===== src/rtl/rx_block_sync_ctrl.sv =====
// 64b/66b receive block-sync controller: hunts for sync-header alignment, drives gearbox slips,
// reports block lock. Optional hi-BER monitor is built only when RX_HI_BER_MONITOR_EN is defined.
module rx_block_sync_ctrl #(
  parameter int LOCK_CNT  = 64,
  parameter int BAD_LIMIT = 16,
  parameter int SLIP_WAIT = 32,
  parameter int BER_WIN   = 19531
) (
  input  logic        clk_i,
  input  logic        rst_i,
  input  logic [65:0] data_i,
  input  logic        data_vld_i,
  output logic [65:0] data_o,
  output logic        data_vld_o,
  output logic        slip_o,
  output logic        block_lock_o,
  output logic        hi_ber_o
);

  localparam int              SLIP_W    = (SLIP_WAIT > 1) ? $clog2(SLIP_WAIT) : 1;
  localparam logic [6:0]      LOCK_C    = 7'(LOCK_CNT);
  localparam logic [4:0]      BAD_C     = 5'(BAD_LIMIT);
  localparam logic [6:0]      WIN_C     = 7'd64;
  localparam logic [SLIP_W-1:0] SLIP_LAST = SLIP_W'(SLIP_WAIT - 1);

  // Counter widths are fixed, so out-of-range parameters are rejected at elaboration.
  if (LOCK_CNT < 1 || LOCK_CNT > 127 || BAD_LIMIT < 1 || BAD_LIMIT > 31 ||
      SLIP_WAIT < 1 || BER_WIN < 2) begin : g_bad_param
    $error("rx_block_sync_ctrl: parameter out of range");
  end

  typedef enum logic [1:0] {ST_HUNT, ST_SLIP, ST_LOCKED} state_t;

  state_t              r_state, w_state_next;
  logic [6:0]          r_sh_cnt, w_sh_cnt_next, w_sh_inc;
  logic [4:0]          r_bad_cnt, w_bad_cnt_next, w_bad_inc;
  logic [SLIP_W-1:0]   r_slip_cnt, w_slip_cnt_next;
  logic                w_slip_next;
  logic                w_hdr_ok, w_hdr_bad;
  logic [65:0]         r_data;
  logic                r_data_vld, r_slip, r_lock;

  assign w_hdr_ok  = data_vld_i && (data_i[1:0] == 2'b01 || data_i[1:0] == 2'b10);
  assign w_hdr_bad = data_vld_i && !(data_i[1:0] == 2'b01 || data_i[1:0] == 2'b10);
  assign w_sh_inc  = (r_sh_cnt == 7'h7f) ? r_sh_cnt : r_sh_cnt + 7'd1;
  assign w_bad_inc = (w_hdr_bad && r_bad_cnt != 5'h1f) ? r_bad_cnt + 5'd1 : r_bad_cnt;

  always_comb begin
    w_state_next    = r_state;
    w_sh_cnt_next   = r_sh_cnt;
    w_bad_cnt_next  = r_bad_cnt;
    w_slip_cnt_next = r_slip_cnt;
    w_slip_next     = 1'b0;
    case (r_state)
      ST_HUNT: begin
        if (w_hdr_ok) begin
          if (w_sh_inc >= LOCK_C) begin
            w_state_next   = ST_LOCKED;
            w_sh_cnt_next  = 7'd0;
            w_bad_cnt_next = 5'd0;
          end else begin
            w_sh_cnt_next = w_sh_inc;
          end
        end else if (w_hdr_bad) begin
          w_state_next    = ST_SLIP;
          w_sh_cnt_next   = 7'd0;
          w_bad_cnt_next  = 5'd0;
          w_slip_cnt_next = '0;
          w_slip_next     = 1'b1;
        end
      end
      ST_SLIP: begin
        // Gearbox needs time to settle after the shift; headers seen here are meaningless.
        w_sh_cnt_next  = 7'd0;
        w_bad_cnt_next = 5'd0;
        if (r_slip_cnt >= SLIP_LAST) begin
          w_state_next    = ST_HUNT;
          w_slip_cnt_next = '0;
        end else begin
          w_slip_cnt_next = r_slip_cnt + SLIP_W'(1);
        end
      end
      ST_LOCKED: begin
        if (data_vld_i) begin
          if (w_bad_inc >= BAD_C) begin
            w_state_next    = ST_SLIP;
            w_sh_cnt_next   = 7'd0;
            w_bad_cnt_next  = 5'd0;
            w_slip_cnt_next = '0;
            w_slip_next     = 1'b1;
          end else if (w_sh_inc >= WIN_C) begin
            w_sh_cnt_next  = 7'd0;
            w_bad_cnt_next = 5'd0;
          end else begin
            w_sh_cnt_next  = w_sh_inc;
            w_bad_cnt_next = w_bad_inc;
          end
        end
      end
      default: begin
        w_state_next = ST_HUNT;
      end
    endcase
  end

  always_ff @(posedge clk_i) begin
    if (rst_i) begin
      r_state    <= ST_HUNT;
      r_sh_cnt   <= 7'd0;
      r_bad_cnt  <= 5'd0;
      r_slip_cnt <= '0;
      r_data     <= 66'd0;
      r_data_vld <= 1'b0;
      r_slip     <= 1'b0;
      r_lock     <= 1'b0;
    end else begin
      r_state    <= w_state_next;
      r_sh_cnt   <= w_sh_cnt_next;
      r_bad_cnt  <= w_bad_cnt_next;
      r_slip_cnt <= w_slip_cnt_next;
      if (data_vld_i) r_data <= data_i;
      // Gate on the state the block arrived in, so the unlocking block still goes through.
      r_data_vld <= data_vld_i && (r_state == ST_LOCKED);
      r_slip     <= w_slip_next;
      r_lock     <= (w_state_next == ST_LOCKED);
    end
  end

  assign data_o       = r_data;
  assign data_vld_o   = r_data_vld;
  assign slip_o       = r_slip;
  assign block_lock_o = r_lock;

`ifdef RX_HI_BER_MONITOR_EN
  localparam int             BER_W    = $clog2(BER_WIN);
  localparam logic [BER_W-1:0] BER_LAST = BER_W'(BER_WIN - 1);

  logic [BER_W-1:0] r_ber_win;
  logic [4:0]       r_ber_cnt, w_ber_cnt_inc;
  logic             r_hi_ber;

  // Saturate at 16: once the threshold is hit the exact count no longer matters.
  assign w_ber_cnt_inc = (w_hdr_bad && r_ber_cnt != 5'd16) ? r_ber_cnt + 5'd1 : r_ber_cnt;

  always_ff @(posedge clk_i) begin
    if (rst_i) begin
      r_ber_win <= '0;
      r_ber_cnt <= 5'd0;
      r_hi_ber  <= 1'b0;
    end else begin
      if (w_ber_cnt_inc >= 5'd16) r_hi_ber <= 1'b1;
      else if (r_ber_win == BER_LAST) r_hi_ber <= 1'b0;
      if (r_ber_win == BER_LAST) begin
        r_ber_win <= '0;
        r_ber_cnt <= 5'd0;
      end else begin
        r_ber_win <= r_ber_win + BER_W'(1);
        r_ber_cnt <= w_ber_cnt_inc;
      end
    end
  end

  assign hi_ber_o = r_hi_ber;
`else
  assign hi_ber_o = 1'b0;
`endif

endmodule


===== config.mk =====
export PLATFORM = sky130hd
export DESIGN_NAME = rx_block_sync_ctrl
export DESIGN_NICKNAME = d
export VERILOG_FILES = /design/src/rtl/rx_block_sync_ctrl.sv
export SDC_FILE = /design/constraint.sdc
export NUM_CORES = 1
export LEC_CHECK = 0
export BUFFER_PORTS_ARGS = -buffer_cell sky130_fd_sc_hd__clkbuf_2
export CORE_MARGIN = 1
export CORE_UTILIZATION = 50
export CTS_BUF_LIST = sky130_fd_sc_hd__clkbuf_8
export CTS_CLUSTER_SIZE = 20
export DETAILED_ROUTE_END_ITERATION = 6
export HOLD_SLACK_MARGIN = 0.08
export PLACE_DENSITY = 0.81
export SLEW_MARGIN = 20
export SYNTH_ARGS = -nofsm -noshare
export SYNTH_HDL_FRONTEND = slang
export SYNTH_SLANG_ARGS = --single-unit

===== constraint.sdc =====
create_clock -name clk_i -period 2.3 [get_ports clk_i]
set_input_delay 0.46 -clock clk_i [delete_from_list [all_inputs] [get_ports clk_i]]
set_output_delay 0.46 -clock clk_i [all_outputs]
set_load 0.02 [all_outputs]

==> flow_metrics.py, run 1 <==
metrics = {
    "outcome": {
        "status": "finished clean",
    },
    "routing": {
        "wirelength_um": 7408,
        "drc": 0,
        "drtIter0Drc": 117,
        "num_vias": 2932,
        "drt-vias-per-instance": 4.978,
        "antenna_left": 0,
        "post_drt_wl_per_cell_um": 12.58,
        "firstDrtPassIters": 4,
    },
    "clock_tree": {
        "clk_latency_ps": 350,
        "numCtsBuffers": 9,
        "holdBufCountCts": 0,
        "numClockSinks": 88,
        "cts_buffer_depth": 2,
        "cts_resized": 0,
        "clkSlewWorstSetupHoldPaths_ps": 90,
        "cts_max_level": 3,
        "cts_setup_buffers": 0,
        "root_buffer": "clkbuf_8",
        "cts_tree": "done",
    },
    "power": {
        "p_sw_mw": 0.8601,
        "seqPwrFrac": 0.519,
        "pwr-share-clk": 0.329,
        "total_leakage_power_nw": 2.252,
        "cellPowerDensity_nw_per_um2": 697.3,
        "p_int_mw": 2.300,
        "combPwrFrac": 0.152,
        "vdd_drop_max_mv": 0.4090,
        "netSwitchingFraction": 0.2722,
    },
    "timing": {
        "final-hold-violation-count": 0,
        "timing.hold.ws_ps": 338.0,
        "period_minus_slack_ps": 2125,
        "finalMaxSlewViolations": 0,
        "final.setup.worst_slack_ps": 175.3,
        "period_share": 0.9238,
        "rsz0062_at_grt": "no",
        "final.setup.tns_ps": 0,
        "worst_slew_pin_slew_ps": 571.3,
        "skew_ps": 7.316,
        "clock.fmax_mhz": 470.6,
        "final-setup-viol-count": 0,
        "slew_headroom": 0.6162,
    },
    "final_layout": {
        "area_growth_pct": 27.09,
        "final_core_util": 0.6634,
        "antenna_cells": 0,
        "drive_gt1_frac": 0.3408,
        "final_nets": 566,
    },
    "grt": {
        "gr-total-overflow": 0,
        "grt_usage": 0.1978,
        "grt_pass1_wl_um": 11700,
        "antenna_found_initial": 0,
        "grt_max_degree": 67,
        "grt_pass1_vias": 2703,
    },
    "place": {
        "numPortBuffers": 137,
        "place_ws_ps": 199.3,
        "place.gp.congestion": 0.9346,
        "hpwl_um": 5378,
    },
    "critical_path": {
        "rr_startpoint": "r_bad_cnt[0]$_SDFFE_PP0P_",
        "crit_end": "r_sh_cnt[5]$_SDFFE_PP0P_",
        "end_kind": "flip-flop",
        "required_ps": 2530,
        "path_max_fanout": 5,
        "critPathLaunchType": "flip-flop",
        "reg2reg_slack_ps": 180,
        "path_class": "flip-flop to flip-flop",
        "ff2ff_path_depth": 8,
        "cp.arrival_ps": 2360,
        "rr_endpoint": "r_sh_cnt[5]$_SDFFE_PP0P_",
        "startpoint": "r_bad_cnt[0]$_SDFFE_PP0P_",
    },
    "floorplan": {
        "start_util": 0.5220,
        "die_height_um": 86.45,
        "dieArea_um2": 7474,
        "io_pins": 139,
        "die_width_um": 86.45,
        "core_area_um2": 6832,
        "rows": 30,
    },
    "synth": {
        "yosysSeqAreaShare": 0.4940,
        "synth_cell_types": 45,
        "synth_edf_count": 0,
        "syn_nets": 431,
        "synthFlopType": "dfxtp_1",
        "synth_area_um2": 3566,
        "yosysWarnings": 0,
        "syn_inst": 353,
        "async_reset_ff_frac": 0,
        "ys_seq_elements": 88,
        "synth_area_per_cell_um2": 10.10,
    },
    "job": {
        "maxCapViolations": 0,
    },
    "hold_path": {
        "hold_path_class": "input port to flip-flop",
    },
}
-- worst min path at each step --
stage	startpoint	endpoint	slack, ps	depth (start not counted)
finish	data_i[7]	data_o[7]$_SDFFE_PP0P_	340	3
global route	data_i[7]	data_o[7]$_SDFFE_PP0P_	340	3
CTS	data_i[53]	data_o[53]$_SDFFE_PP0P_	330	3
detailed placement	data_o[39]$_SDFFE_PP0P_	data_o[39]$_SDFFE_PP0P_	480	2
global placement	data_o[65]$_SDFFE_PP0P_	data_o[65]$_SDFFE_PP0P_	470	2
floorplan	r_slip_cnt[1]$_SDFFE_PP0P_	r_slip_cnt[1]$_SDFFE_PP0P_	460	2
-- Yosys cell counts (5+ instances only) --
| library cell | count | area (µm²) |
|---|---|---|
| buf_2 | 7 | 35.03 |
| inv_1 | 9 | 33.78 |
| clkbuf_1 | 6 | 22.52 |
| xor2_1 | 5 | 43.79 |
| nand3_1 | 6 | 30.03 |
| nor2_1 | 79 | 296.5 |
| and3_1 | 7 | 43.79 |
| mux2i_1 | 69 | 690.7 |
| nand2_1 | 11 | 41.29 |
| o21ai_0 | 6 | 30.03 |
| ha_1 | 9 | 112.6 |
| dfxtp_1 | 88 | 1762 |
-- area by class of cell --
class | instances | area (µm²)
fillers | 578 | 2300
flip-flops and latches | 88 | 1762
multi-input cells | 239 | 1690
repair buffers | 141 | 730.7
clock buffers | 9 | 123.9
well taps | 96 | 120.1
clock inverters | 7 | 71.32
inverters | 9 | 33.78
-- per-stage QoR --
stage / instances / instance area (µm²) / total power, mW
after floorplan: 353 / 3566 / 1.981
after global placement: 573 / 4337 / 2.142
after detailed placement: 573 / 4337 / 2.157
after CTS: 589 / 4532 / 3.200
after global routing: 589 / 4532 / 3.305
final: 589 / 4532 / 3.160
-- routing by layer --
layer | up-vias | GRT usage | part of all wire | wire, µm
met4 | 0 | 0.07576 | 0.014 | 104
li1 | 1466 | - | - | -
met3 | 8 | 0.04571 | 0.053 | 396
met5 | - | 0 | 0 | 0
met1 | 1362 | 0.2315 | 0.45 | 3314
met2 | 96 | 0.3514 | 0.49 | 3593
-- cell usage in the layout, fill, tap and decap left out, types with 6 or more instances in the layout --
cell type,count
clkbuf_2,136
dfxtp_1,88
and3_1,7
ha_1,9
o21ai_0,6
inv_1,10
nand3_1,6
nor2_1,79
mux2i_1,69
nand2_1,11
clkbuf_8,9
-- flip-flops by register name (all words and copies together), names as in the netlist --
signal and cells:
data_vld_o 1, r_slip_cnt 5, block_lock_o 1, r_bad_cnt 5, r_sh_cnt 7, slip_o 1, r_state 2, data_o 66
-- power groups by stage --
stage	Sequential (mW)	Combinational, mW	Clock [mW]
after floorplan	1.76	0.223	0
after global placement	1.67	0.471	0
after detailed placement	1.68	0.482	0
after CTS	1.64	0.484	1.08
after global routing	1.65	0.523	1.13
final	1.64	0.480	1.04
-- cells by family (layout without fill, tap and decap cells) --
kind of cell / after synthesis / in the layout / synth area share
multiplexers: 69 / 69 / 0.1937
adder cells (fa/ha/maj): 9 / 9 / 0.03158
AND/OR/NAND/NOR: 122 / 122 / 0.1540
buffers and inverters: 26 / 166 / 0.03193
AO/OA/AOI/OAI: 29 / 29 / 0.06948
flip-flops: 88 / 88 / 0.4940
other: 1 / 1 / 0.001052
XOR/XNOR: 9 / 9 / 0.02421
-- worst max-delay path, cell delays in order, from the launching register on --
cell and delay (ps):
dfxtp_1 340, ha_1 210, and3_1 180, ha_1 230, nand3b_1 190, or2_1 260
and4_4 210, o311ai_4 290, nor2_1 100
Note: power is estimated with default switching activity, not from simulation.
==> inputs of run 2 (changes only) <==
--- a/config.mk
+++ b/config.mk
@@ -6,6 +6,7 @@
 export NUM_CORES = 1
 export LEC_CHECK = 0
 export BUFFER_PORTS_ARGS = -buffer_cell sky130_fd_sc_hd__clkbuf_2
+export CORE_ASPECT_RATIO = 1.5
 export CORE_MARGIN = 1
 export CORE_UTILIZATION = 50
 export CTS_BUF_LIST = sky130_fd_sc_hd__clkbuf_8
==> flow_metrics.py, run 2 (synthesis results as in run 1) <==
metrics = {
    "place": {
        "numPortBuffers": 137,
        "hpwl_um": 5405,
        "place.gp.congestion": 0.9115,
        "dp.cells": 555,
    },
    "grt": {
        "grt_usage": 0.2005,
        "gr-total-overflow": 0,
        "grt_pass1_vias": 2739,
        "grt_pass1_wl_um": 11840,
        "antenna_found_initial": 0,
        "grt_max_degree": 76,
    },
    "outcome": {
        "status": "complete, but fails checks",
        "violations": "DRC",
    },
    "timing": {
        "rsz0062_at_grt": "no",
        "skew_ps": 7.783,
        "final.setup.tns_ps": 0,
        "slew_headroom": 0.6173,
        "period_minus_slack_ps": 2137,
        "finalMaxSlewViolations": 0,
        "final-hold-violation-count": 0,
        "worst_slew_pin_slew_ps": 574.1,
        "period_share": 0.9293,
        "clock.fmax_mhz": 467.9,
        "final-setup-viol-count": 0,
    },
    "final_layout": {
        "drive_gt1_frac": 0.3428,
        "largest_register_ffs": 66,
        "final_nets": 566,
        "final_cells": 571,
        "area_growth_pct": 26.56,
        "layout_commonest_cell": "clkbuf_2",
        "antenna_cells": 0,
        "final_cell_mix": "clkbuf_2, dfxtp_1, nor2_1",
    },
    "power": {
        "cellPowerDensity_nw_per_um2": 696.3,
        "total_leakage_power_nw": 2.254,
        "vdd_drop_max_mv": 0.3894,
    },
    "clock_tree": {
        "cts_resized": 0,
        "clkSlewWorstSetupHoldPaths_ps": 90,
        "cts_buffer_depth": 2,
        "clk_latency_ps": 350,
        "numClockSinks": 88,
        "root_buffer": "clkbuf_8",
        "holdBufCountCts": 0,
        "cts_tree": "done",
        "cts_setup_buffers": 0,
        "numCtsBuffers": 9,
        "cts_max_level": 3,
    },
    "floorplan": {
        "start_util": 0.5170,
        "rows": 37,
        "core_area_um2": 6898,
        "die_width_um": 70.96,
        "io_pins": 139,
        "die_height_um": 105.4,
        "dieArea_um2": 7481,
    },
    "routing": {
        "drtIter0Drc": 128,
        "drt-vias-per-instance": 5.137,
        "post_drt_wl_per_cell_um": 12.92,
        "firstDrtPassIters": 7,
        "drc": 13,
        "antenna_left": 0,
        "wirelength_um": 7375,
        "num_vias": 2933,
    },
    "critical_path": {
        "cp.arrival_ps": 2360,
        "cp.buffers_inverters": 0,
        "critPathTopFamily": "simple AND/OR/NAND/NOR gates",
        "end_kind": "flip-flop",
        "crit_cells": 8,
        "path_cells": "ha_1 > and3_1 > ha_1 > nand3b_1 > or2_1 > and4_4 > o311ai_4 > nor2_1",
        "cp_slowest_cell": "dfxtp_1",
        "path_max_fanout": 5,
        "max_stage_delay_ps": 340,
        "ff2ff_path_depth": 8,
        "path_class": "flip-flop to flip-flop",
        "path_common_cell": "ha_1",
        "required_ps": 2520,
        "critPathLaunchType": "flip-flop",
    },
    "job": {
        "maxCapViolations": 0,
    },
    "hold_path": {
        "min_path_cells": 3,
        "hold_path_class": "input port to flip-flop",
    },
}
run 2: per-layer routing:
| layer | wire length, µm | global-route usage |
|---|---|---|
| met5 | 0 | 0 |
| met4 | 127 | 0.1057 |
| met3 | 407 | 0.04780 |
| met2 | 3922 | 0.3674 |
| met1 | 2917 | 0.2067 |
run 2: report_power, final:
part	total, mW	internal, mW	switching [mW]
Clock	1.02	0.491	0.532
Combinational	0.479	0.199	0.279
Sequential	1.64	1.60	0.0415
run 2: final cells by class:
class	count	area (µm²)
fill	586	2385
sequential	88	1762
multi-input combinational	239	1690
timing repair buffer	141	730.7
clock buffer	12	165.2
tap	78	97.59
clock inverter	4	33.78
inverter	9	33.78
run 2: worst min-delay path: stages:
cell and delay [ps]:
clkbuf_2 70, mux2i_1 50, nor2_1 70
run 2: worst paths after layout:
kind                                            startpoint  slack [ps]                    endpoint
worst max-delay path             r_bad_cnt[0]$_SDFFE_PP0P_         160    r_sh_cnt[3]$_SDFFE_PP0P_
worst min-delay path                            data_i[53]         340     data_o[53]$_SDFFE_PP0P_
worst max register to register   r_bad_cnt[0]$_SDFFE_PP0P_         160    r_sh_cnt[3]$_SDFFE_PP0P_
worst min register to register  r_slip_cnt[1]$_SDFFE_PP0P_         490  r_slip_cnt[1]$_SDFFE_PP0P_
run 2: metrics by stage:
stage               setup WS, ps  power [mW]  hold WS (ps)  cell area (µm²)    util
floorplan                  340.8       1.981         462.6             3566       -
global placement           276.0       2.141         472.8             4314  0.6254
detailed placement         165.0       2.156         484.0             4314  0.6254
CTS                        161.9       3.189         327.9             4513  0.6543
global route               55.23       3.303         334.7             4513  0.6543
finish                     162.7       3.142         344.9             4513  0.6543
==> inputs of run 3 (changes only) <==
--- a/config.mk
+++ b/config.mk
@@ -8,13 +8,13 @@
 export BUFFER_PORTS_ARGS = -buffer_cell sky130_fd_sc_hd__clkbuf_2
 export CORE_ASPECT_RATIO = 1.5
 export CORE_MARGIN = 1
-export CORE_UTILIZATION = 50
+export CORE_UTILIZATION = 54
 export CTS_BUF_LIST = sky130_fd_sc_hd__clkbuf_8
 export CTS_CLUSTER_SIZE = 20
 export DETAILED_ROUTE_END_ITERATION = 6
 export HOLD_SLACK_MARGIN = 0.08
-export PLACE_DENSITY = 0.81
-export SLEW_MARGIN = 20
+export PLACE_DENSITY = 0.86
+export SLEW_MARGIN = 5
 export SYNTH_ARGS = -nofsm -noshare
 export SYNTH_HDL_FRONTEND = slang
 export SYNTH_SLANG_ARGS = --single-unit
==> constraint.sdc (replaced) <==
create_clock -name clk_i -period 2.6 [get_ports clk_i]
set_input_delay 0.52 -clock clk_i [delete_from_list [all_inputs] [get_ports clk_i]]
set_output_delay 0.52 -clock clk_i [all_outputs]
set_load 0.02 [all_outputs]
==> flow_metrics.py, run 3 (synthesis results as in run 1) <==
metrics = {
    "critical_path": {
        "required_ps": 2830,
        "path_class": "flip-flop to flip-flop",
        "end_kind": "flip-flop",
        "cp.arrival_ps": 2330,
        "critPathLaunchType": "flip-flop",
        "startpoint": "r_bad_cnt[0]$_SDFFE_PP0P_",
        "reg2reg_slack_ps": 500,
        "rr_startpoint": "r_bad_cnt[0]$_SDFFE_PP0P_",
        "ff2ff_path_depth": 8,
        "crit_end": "r_sh_cnt[5]$_SDFFE_PP0P_",
        "path_max_fanout": 5,
        "rr_endpoint": "r_sh_cnt[5]$_SDFFE_PP0P_",
    },
    "timing": {
        "rsz0062_at_grt": "no",
        "period_minus_slack_ps": 2098,
        "final-hold-violation-count": 0,
        "final.setup.worst_slack_ps": 502.0,
        "finalMaxSlewViolations": 0,
        "skew_ps": 4.716,
        "worst_slew_pin_slew_ps": 546.2,
        "clock.fmax_mhz": 476.6,
        "final-setup-viol-count": 0,
        "final.setup.tns_ps": 0,
        "slew_headroom": 0.6351,
        "period_share": 0.8069,
    },
    "final_layout": {
        "final_nets": 566,
        "antenna_cells": 0,
        "fill_cells": 476,
        "layout_commonest_cell": "clkbuf_2",
        "multi_input_area_um2": 1690,
        "final_cell_mix": "clkbuf_2, dfxtp_1, nor2_1",
        "area_growth_pct": 27.61,
        "largest_register_ffs": 66,
        "drive_gt1_frac": 0.3415,
        "regArea_um2": 1762,
    },
    "place": {
        "place_ws_ps": 516.7,
        "hpwl_um": 5703,
        "place.gp.congestion": 0.8522,
        "numPortBuffers": 137,
    },
    "clock_tree": {
        "clkSlewWorstSetupHoldPaths_ps": 90,
        "numClockSinks": 88,
        "clk_latency_ps": 350,
        "cts_resized": 0,
        "cts_tree": "done",
        "cts_max_level": 3,
        "numCtsBuffers": 9,
        "holdBufCountCts": 0,
        "root_buffer": "clkbuf_8",
        "cts_setup_buffers": 0,
        "cts_buffer_depth": 2,
    },
    "job": {
        "maxCapViolations": 0,
    },
    "power": {
        "p_sw_mw": 0.7685,
        "cellPowerDensity_nw_per_um2": 659.4,
        "combPwrFrac": 0.142,
        "p_int_mw": 2.232,
        "seqPwrFrac": 0.484,
        "total_leakage_power_nw": 2.272,
        "pwr-share-clk": 0.374,
        "vdd_drop_max_mv": 0.5043,
        "netSwitchingFraction": 0.2561,
    },
    "routing": {
        "drc": 0,
        "num_vias": 2953,
        "wirelength_um": 7831,
        "firstDrtPassIters": 4,
        "post_drt_wl_per_cell_um": 13.84,
        "antenna_left": 0,
        "drt-vias-per-instance": 5.217,
        "drtIter0Drc": 99,
    },
    "floorplan": {
        "rows": 35,
        "core_area_um2": 6262,
        "die_width_um": 68.35,
        "die_height_um": 101.5,
        "dieArea_um2": 6939,
        "start_util": 0.5694,
        "io_pins": 139,
    },
    "grt": {
        "grt_max_degree": 69,
        "grt_pass1_vias": 2780,
        "gr-total-overflow": 0,
        "grt_usage": 0.2323,
        "grt_pass1_wl_um": 12110,
        "antenna_found_initial": 0,
    },
    "outcome": {
        "status": "finished clean",
    },
    "hold_path": {
        "hold_path_class": "input port to flip-flop",
    },
}
run 3: changes by cell type in the layout (fill, tap and decap cells not counted):
cell / change
clkbuf_8: -3
inv_8: +1
bufinv_16: +3
inv_6: -2
run 3: final cells by class:
type	count	area share
flip-flops and latches	88	0.3871
well taps	74	0.02035
clock inverters	6	0.02585
clock buffers	9	0.02722
multi-input cells	239	0.3715
inverters	9	0.007424
repair buffers	141	0.1606
run 3: worst min path at each step:
stage                               start                         end  cells after the start
2_1_floorplan  r_slip_cnt[1]$_SDFFE_PP0P_  r_slip_cnt[1]$_SDFFE_PP0P_                      2
3_3_place_gp       data_o[6]$_SDFFE_PP0P_      data_o[6]$_SDFFE_PP0P_                      2
3_5_place_dp      data_o[12]$_SDFFE_PP0P_     data_o[12]$_SDFFE_PP0P_                      2
4_1_cts                        data_i[47]     data_o[47]$_SDFFE_PP0P_                      3
5_1_grt                        data_i[27]     data_o[27]$_SDFFE_PP0P_                      3
6_report                       data_i[47]     data_o[47]$_SDFFE_PP0P_                      3
run 3: per-layer routing:
| layer | GRT usage | routed length, µm |
|---|---|---|
| met5 | 0 | 0 |
| met3 | 0.05405 | 512 |
| met4 | 0.1250 | 231 |
| met1 | 0.2463 | 3059 |
| met2 | 0.4095 | 4028 |
run 3: power by group through the flow:
stage / logic, mW / clock network, mW / registers, mW
floorplan: 0.198 / 0 / 1.55
global placement: 0.415 / 0 / 1.48
detailed placement: 0.426 / 0 / 1.48
CTS: 0.430 / 1.14 / 1.45
global route: 0.465 / 1.20 / 1.46
finish: 0.427 / 1.12 / 1.45
run 3: through the flow:
stage	utilization	instance area [µm²]	instances	hold slack, ps	power [mW]
after floorplan	-	3566	353	462.6	1.752
after global placement	0.6881	4309	551	471.4	1.894
after detailed placement	0.6881	4309	551	477.4	1.910
after CTS	0.7267	4551	566	382.8	3.025
after global routing	0.7267	4551	566	397.2	3.125
final	0.7267	4551	566	399.0	3.001
run 3: critical path, cell delays in order, from the launching register on:
cell and delay [ps]:
dfxtp_1 340, ha_1 210, and3_1 180, ha_1 230, nand3b_1 180, or2_1 250, and4_4 210, o311ai_4 290
nor2_1 90
